==> config.mk <==
export PLATFORM = sky130hd
export DESIGN_NAME = wishbone_bus_if
export DESIGN_NICKNAME = d
export VERILOG_FILES = /design/src/rtl/wishbone_bus_if_pkg.sv /design/src/rtl/wishbone_bus_if.sv
export SDC_FILE = /design/constraint.sdc
export NUM_CORES = 1
export LEC_CHECK = 0
export ABC_AREA = 1
export CORE_MARGIN = 2
export CORE_UTILIZATION = 46
export CTS_CLUSTER_SIZE = 28
export DETAILED_ROUTE_END_ITERATION = 16
export HOLD_SLACK_MARGIN = 0.02
export PLACE_DENSITY = 0.91
export SYNTH_ARGS = -nofsm -noshare
export SYNTH_HDL_FRONTEND = slang
export SYNTH_SLANG_ARGS = --single-unit
==> constraint.sdc <==
create_clock -name clk -period 4.33 [get_ports clk]
set_input_delay 0.866 -clock clk [delete_from_list [all_inputs] [get_ports clk]]
set_output_delay 0.866 -clock clk [all_outputs]
set_load 0.02 [all_outputs]
==> src/rtl/wishbone_bus_if_pkg.sv <==
// Shared definitions for the Wishbone B3 classic initiator: FSM encoding,
// bus widths and small decode helpers.
package wishbone_bus_if_pkg;

  localparam int REG_W   = 32;
  localparam int ADDR_W  = 32;
  localparam int SEL_W   = 4;
  localparam int STALL_W = 6;
  localparam int CNT_W   = 8;

  typedef enum logic [1:0] {
    WB_IDLE           = 2'b00,
    WB_BUSY           = 2'b01,
    WB_WAIT_FOR_STALL = 2'b11
  } wb_state_t;

  function automatic logic pipe_stalled(input logic [STALL_W-1:0] stall);
    return |stall;
  endfunction

endpackage

==> src/rtl/wishbone_bus_if.sv <==
// Wishbone B3 classic initiator between an OpenMIPS memory port and the bus.
// One cycle outstanding at most; a watchdog aborts unacknowledged cycles.
module wishbone_bus_if
  import wishbone_bus_if_pkg::*;
#(
  parameter int TIMEOUT = 255
) (
  input  logic                clk,
  input  logic                rst,
  input  logic [STALL_W-1:0]  stall_i,
  input  logic                flush_i,
  input  logic                cpu_ce_i,
  input  logic [ADDR_W-1:0]   cpu_addr_i,
  input  logic [REG_W-1:0]    cpu_data_i,
  input  logic                cpu_we_i,
  input  logic [SEL_W-1:0]    cpu_sel_i,
  output logic [REG_W-1:0]    cpu_data_o,
  output logic                stallreq,
  output logic                bus_err_o,
  input  logic [REG_W-1:0]    wishbone_data_i,
  input  logic                wishbone_ack_i,
  output logic [ADDR_W-1:0]   wishbone_addr_o,
  output logic [REG_W-1:0]    wishbone_data_o,
  output logic                wishbone_we_o,
  output logic [SEL_W-1:0]    wishbone_sel_o,
  output logic                wishbone_stb_o,
  output logic                wishbone_cyc_o
);

  // Counter value in the BUSY cycle whose missing ack makes it reach TIMEOUT.
  localparam logic [CNT_W-1:0] TMO_LAST = CNT_W'(TIMEOUT - 1);

  wb_state_t           state;
  logic [CNT_W-1:0]    tmo_cnt;
  logic [REG_W-1:0]    rd_buf;
  logic                tmo_hit;
  logic                new_req;

  assign tmo_hit = (tmo_cnt == TMO_LAST);
  assign new_req = cpu_ce_i && !flush_i;

  always_ff @(posedge clk or negedge rst) begin
    if (!rst) begin
      state           <= WB_IDLE;
      tmo_cnt         <= '0;
      rd_buf          <= '0;
      bus_err_o       <= 1'b0;
      wishbone_addr_o <= '0;
      wishbone_data_o <= '0;
      wishbone_we_o   <= 1'b0;
      wishbone_sel_o  <= '0;
      wishbone_stb_o  <= 1'b0;
      wishbone_cyc_o  <= 1'b0;
    end else begin
      bus_err_o <= 1'b0;
      case (state)
        WB_IDLE: begin
          if (new_req) begin
            wishbone_addr_o <= cpu_addr_i;
            wishbone_data_o <= cpu_data_i;
            wishbone_we_o   <= cpu_we_i;
            wishbone_sel_o  <= cpu_sel_i;
            wishbone_stb_o  <= 1'b1;
            wishbone_cyc_o  <= 1'b1;
            tmo_cnt         <= '0;
            state           <= WB_BUSY;
          end
        end

        WB_BUSY: begin
          if (flush_i) begin
            wishbone_stb_o <= 1'b0;
            wishbone_cyc_o <= 1'b0;
            rd_buf         <= '0;
            state          <= WB_IDLE;
          end else if (wishbone_ack_i) begin
            wishbone_stb_o <= 1'b0;
            wishbone_cyc_o <= 1'b0;
            wishbone_we_o  <= 1'b0;
            wishbone_sel_o <= '0;
            if (!wishbone_we_o) begin
              rd_buf <= wishbone_data_i;
            end
            state <= pipe_stalled(stall_i) ? WB_WAIT_FOR_STALL : WB_IDLE;
          end else if (tmo_hit) begin
            // Abort: the responder never answered, hand back zero data.
            wishbone_stb_o <= 1'b0;
            wishbone_cyc_o <= 1'b0;
            rd_buf         <= '0;
            bus_err_o      <= 1'b1;
            state          <= pipe_stalled(stall_i) ? WB_WAIT_FOR_STALL : WB_IDLE;
          end else begin
            tmo_cnt <= tmo_cnt + 1'b1;
          end
        end

        WB_WAIT_FOR_STALL: begin
          if (flush_i) begin
            rd_buf <= '0;
            state  <= WB_IDLE;
          end else if (!pipe_stalled(stall_i)) begin
            state <= WB_IDLE;
          end
        end

        default: state <= WB_IDLE;
      endcase
    end
  end

  // Pipeline-facing outputs are decoded combinationally so the CPU sees ack
  // data and the stall release in the same cycle; reset forces them low.
  always_comb begin
    stallreq   = 1'b0;
    cpu_data_o = '0;
    if (rst) begin
      case (state)
        WB_IDLE: begin
          stallreq = new_req;
        end
        WB_BUSY: begin
          if (flush_i) begin
            stallreq = 1'b0;
          end else if (wishbone_ack_i) begin
            cpu_data_o = wishbone_we_o ? '0 : wishbone_data_i;
          end else if (!tmo_hit) begin
            stallreq = 1'b1;
          end
        end
        WB_WAIT_FOR_STALL: begin
          cpu_data_o = rd_buf;
        end
        default: begin
          stallreq   = 1'b0;
          cpu_data_o = '0;
        end
      endcase
    end
  end

endmodule
==> impl_metrics.prom <==
# TYPE chip_impl_metric gauge
chip_impl_info{name="run_status",value="finished, final reports clean"} 1
chip_impl_metric{name="fmaxAchievable",unit="MHz"} 259
chip_impl_info{name="synth.top_cells.by_area",value="dfrtp_1, mux2_4, nand2_1, mux2_2, nand3_1"} 1
chip_impl_metric{name="floorplan.initialDensity",unit="%"} 47.1
chip_impl_metric{name="placement.cell_area",unit="um^2"} 7320
chip_impl_metric{name="power.ir.vdd_worst",unit="uV"} 454
chip_impl_info{name="path_cells",value="inv_1 > nand2_2 > nor2_4 > inv_1 > nor2_1 > inv_1 > a21oi_1 > clkdlybuf4s50_1"} 1
chip_impl_metric{name="share_of_layout_cells_above_drive_strength_1",unit="%"} 15.7
chip_impl_metric{name="die-area",unit="um^2"} 12000
chip_impl_metric{name="worst_hold_slack",unit="ns"} 0.412
chip_impl_metric{name="async_flop_share",unit="%"} 100
chip_impl_metric{name="power.combinational.fraction",unit="%"} 40.5
chip_impl_metric{name="fillerInstances",unit=""} 701
chip_impl_metric{name="relSlewSlack",unit="%"} 27.0
chip_impl_metric{name="fin_skew",unit="ns"} 0.00356
chip_impl_info{name="timing.hold.worst.class",value="primary input to asynchronous set/reset pin"} 1
chip_impl_metric{name="crit_fanout",unit=""} 28
chip_impl_metric{name="firstDrtPassIters",unit=""} 5
chip_impl_metric{name="fp-row-count",unit=""} 38
chip_impl_metric{name="post-route-util",unit="%"} 73.9
chip_impl_metric{name="clock_tree.buffer_depth",unit=""} 2
chip_impl_info{name="grt_setup_unrepaired",value="no"} 1
chip_impl_metric{name="diodes",unit=""} 0
chip_impl_metric{name="tightest_slew",unit="ns"} 1.09
chip_impl_metric{name="number_of_unique_standard_cell_types_used_by_synthesis",unit=""} 24
chip_impl_metric{name="yosysWarningCount",unit=""} 0
chip_impl_info{name="cts_tree",value="yes"} 1
chip_impl_metric{name="cts_max_level",unit=""} 4
chip_impl_metric{name="wire_per_inst",unit="um"} 17.1
chip_impl_metric{name="maxSlewViolCount",unit=""} 0
chip_impl_metric{name="endpoint_arrival_time_on_the_critical_path",unit="ns"} 2.99
chip_impl_metric{name="dp_hpwl",unit="mm"} 10.3
chip_impl_info{name="synthDominantAreaCellType",value="dfrtp_1"} 1
chip_impl_metric{name="finalHoldViolCount",unit=""} 0
chip_impl_info{name="yosys.cell_count.top_type",value="nand2_1"} 1
chip_impl_metric{name="synth.net_count",unit=""} 598
chip_impl_metric{name="yosys_register_bits",unit=""} 113
chip_impl_metric{name="port_buffers",unit=""} 216
chip_impl_metric{name="final_design_area_no_fill",unit="um^2"} 8010
chip_impl_metric{name="boundaryPins",unit=""} 217
chip_impl_metric{name="setup-violations-final",unit=""} 0
chip_impl_metric{name="initial_drt_markers",unit=""} 351
chip_impl_metric{name="power.switching",unit="W"} 0.00191
chip_impl_metric{name="switching_share",unit="%"} 33.2
chip_impl_metric{name="cts_setup_buffers",unit=""} 0
chip_impl_metric{name="ant_nets",unit=""} 0
chip_impl_metric{name="setup_slack",unit="ns"} 0.474
chip_impl_metric{name="number_of_global_route_vias_before_repair",unit=""} 4701
chip_impl_metric{name="synth-edff-count",unit=""} 0
chip_impl_metric{name="numCtsBuffers",unit=""} 17
chip_impl_metric{name="cts_hold_repair.buffers",unit=""} 0
chip_impl_metric{name="ys_seq_area_share",unit="%"} 55.4
chip_impl_metric{name="clock_power_share",unit="%"} 28.1
chip_impl_metric{name="nets",unit=""} 814
chip_impl_info{name="yosys-top-cells-count",value="nand2_1, dfrtp_1, nand3_1"} 1
chip_impl_metric{name="static-leakage-power",unit="nW"} 3.66
chip_impl_metric{name="drc_errors",unit=""} 0
chip_impl_metric{name="power_density",unit="nW/um^2"} 717
chip_impl_metric{name="netlist.area_leader.share",unit="%"} 55.4
chip_impl_info{name="critical_path.startpoint_type",value="flip-flop"} 1
chip_impl_metric{name="seqPwrFrac",unit="%"} 31.4
chip_impl_metric{name="syn2layout_area_growth",unit="%"} 56.9
chip_impl_metric{name="core",unit="um^2"} 10800
chip_impl_metric{name="slowest_delay",unit="ns"} 0.64
chip_impl_info{name="worst-setup-path-type",value="flip-flop to primary output"} 1
chip_impl_metric{name="cts_resized",unit=""} 0
chip_impl_info{name="slowest_cell_on_the_critical_path",value="clkdlybuf4s50_1"} 1
chip_impl_metric{name="maxCapViolations",unit=""} 0
chip_impl_metric{name="dp_slack",unit="ns"} 0.643
chip_impl_metric{name="vias_per_cell",unit=""} 5.21
chip_impl_metric{name="timing.final.crit_period",unit="ns"} 3.86
chip_impl_metric{name="grt_pass1_wl",unit="mm"} 22.6
chip_impl_metric{name="layout_worst_path_cycle_share",unit="%"} 89.1
chip_impl_info{name="ys_dominant_reg_cell",value="dfrtp_1"} 1
chip_impl_metric{name="clock_latency",unit="ns"} 0.51
chip_impl_metric{name="overflow",unit=""} 0
chip_impl_info{name="root_buffer",value="clkbuf_8"} 1
chip_impl_metric{name="numClockSinks",unit=""} 113
chip_impl_info{name="crit_path_frequent_cell",value="inv_1"} 1
chip_impl_info{name="setup.worst_path.end_class",value="primary output"} 1
chip_impl_metric{name="synthesis.instances",unit=""} 484
chip_impl_metric{name="global_route.usage.total",unit="%"} 25.0
chip_impl_metric{name="fp.dieH",unit="um"} 109
chip_impl_metric{name="wirelength",unit="mm"} 14.5
chip_impl_metric{name="grt_start_max_net_pins",unit=""} 77
chip_impl_metric{name="die_w",unit="um"} 109
chip_impl_metric{name="gpl.final_weighted_congestion",unit=""} 0.797
chip_impl_metric{name="detailroute.via_count",unit=""} 4447
chip_impl_metric{name="antenna_found_initial",unit=""} 0
chip_impl_metric{name="critPathRequiredTime",unit="ns"} 3.46
chip_impl_metric{name="tns",unit="ns"} 0
chip_impl_metric{name="path_clk_slew",unit="ns"} 0.05
chip_impl_metric{name="cellInternalPower",unit="W"} 0.00383
chip_impl_metric{name="avg_synthesized_cell_area",unit="um^2"} 10.6
chip_impl_metric{name="synthesis.area",unit="um^2"} 5110
metrics by stage:
step | power [W] | std cells
floorplan | 0.00308 | 484
global placement | 0.00401 | 821
detailed placement | 0.00412 | 821
CTS | 0.00578 | 853
global route | 0.00601 | 853
finish | 0.00574 | 853
per-layer routing:
layer / vias up / GRT usage [%] / routed length (um)
met4: 0 / 13.6 / 535
met3: 45 / 8.36 / 1250
li1: 2022 / - / -
met2: 232 / 42.8 / 7420
met1: 2148 / 27.3 / 5340
met5: - / 0 / 0
state kept, by name (all words and copies together), names as in the netlist:
signal           cells
state                2
wishbone_we_o        1
wishbone_addr_o     32
wishbone_data_o     32
tmo_cnt              8
wishbone_sel_o       4
rd_buf              32
wishbone_cyc_o       1
bus_err_o            1
worst max-delay path: cells and delay by family (launching register included):
family | cells | cell delay (ns)
AOI/OAI and AO/OA | 1 | 0.16
DFF | 1 | 0.41
and+or+nand+nor | 3 | 0.80
buffers and inverters | 4 | 1.10
placed cells by master, fill, tap and decap left out, types with 6 or more instances in the layout:
cell type        instances
nand3_1                 44
bufinv_16                7
o21ai_0                  7
mux2_2                  25
clkdlybuf4s50_1        215
nor2_1                  21
buf_4                    6
nand2_1                132
inv_1                   22
a21oi_1                 32
o21ai_1                  6
clkbuf_16               16
dfrtp_1                113
mux2_4                  39
worst paths after layout:
kind / start / endpoint / slack (ns) / depth (start not counted)
worst max-delay path: state[1] / cpu_data_o[16] / 0.47 / 8
min in group clk: rd_buf[26] / rd_buf[26] / 0.47 / 2
worst max register to register: tmo_cnt[0] / rd_buf[21] / 2.28 / 9
max in group asynchronous: rst / tmo_cnt[4] / 2.63 / 3
worst min-delay path: rst / wishbone_data_o[26] / 0.41 / 2
worst min register to register: rd_buf[26] / rd_buf[26] / 0.47 / 2
cell type report:
class	instances	area, um^2	area share (%)
timing repair buffer	221	2200	27.4
sequential	113	2830	35.3
tap	140	175	2.19
clock inverter	10	228	2.84
multi-input combinational	323	2030	25.4
clock buffer	22	463	5.78
inverter	24	90.1	1.12
logic make-up (layout without fill, tap and decap cells):
logic type	Yosys count	after routing	synth area share, %
AND/OR/NAND/NOR	209	209	17.3
flip-flops	113	113	55.4
multiplexers	64	64	17.0
buffers and inverters	48	277	5.00
AO/OA/AOI/OAI	47	47	4.68
adder cells (fa/ha/maj)	2	2	0.490
XOR/XNOR	1	1	0.172
power by group through the flow:
stage	registers [W]	clock network (W)	logic, W
global route	0.00185	0.00169	0.00247
detailed placement	0.00180	0	0.00232
global placement	0.00177	0	0.00225
CTS	0.00180	0.00163	0.00234
finish	0.00180	0.00162	0.00233
floorplan	0.00216	0	0.000914
No activity file was read; power rests on OpenSTA's default activity.
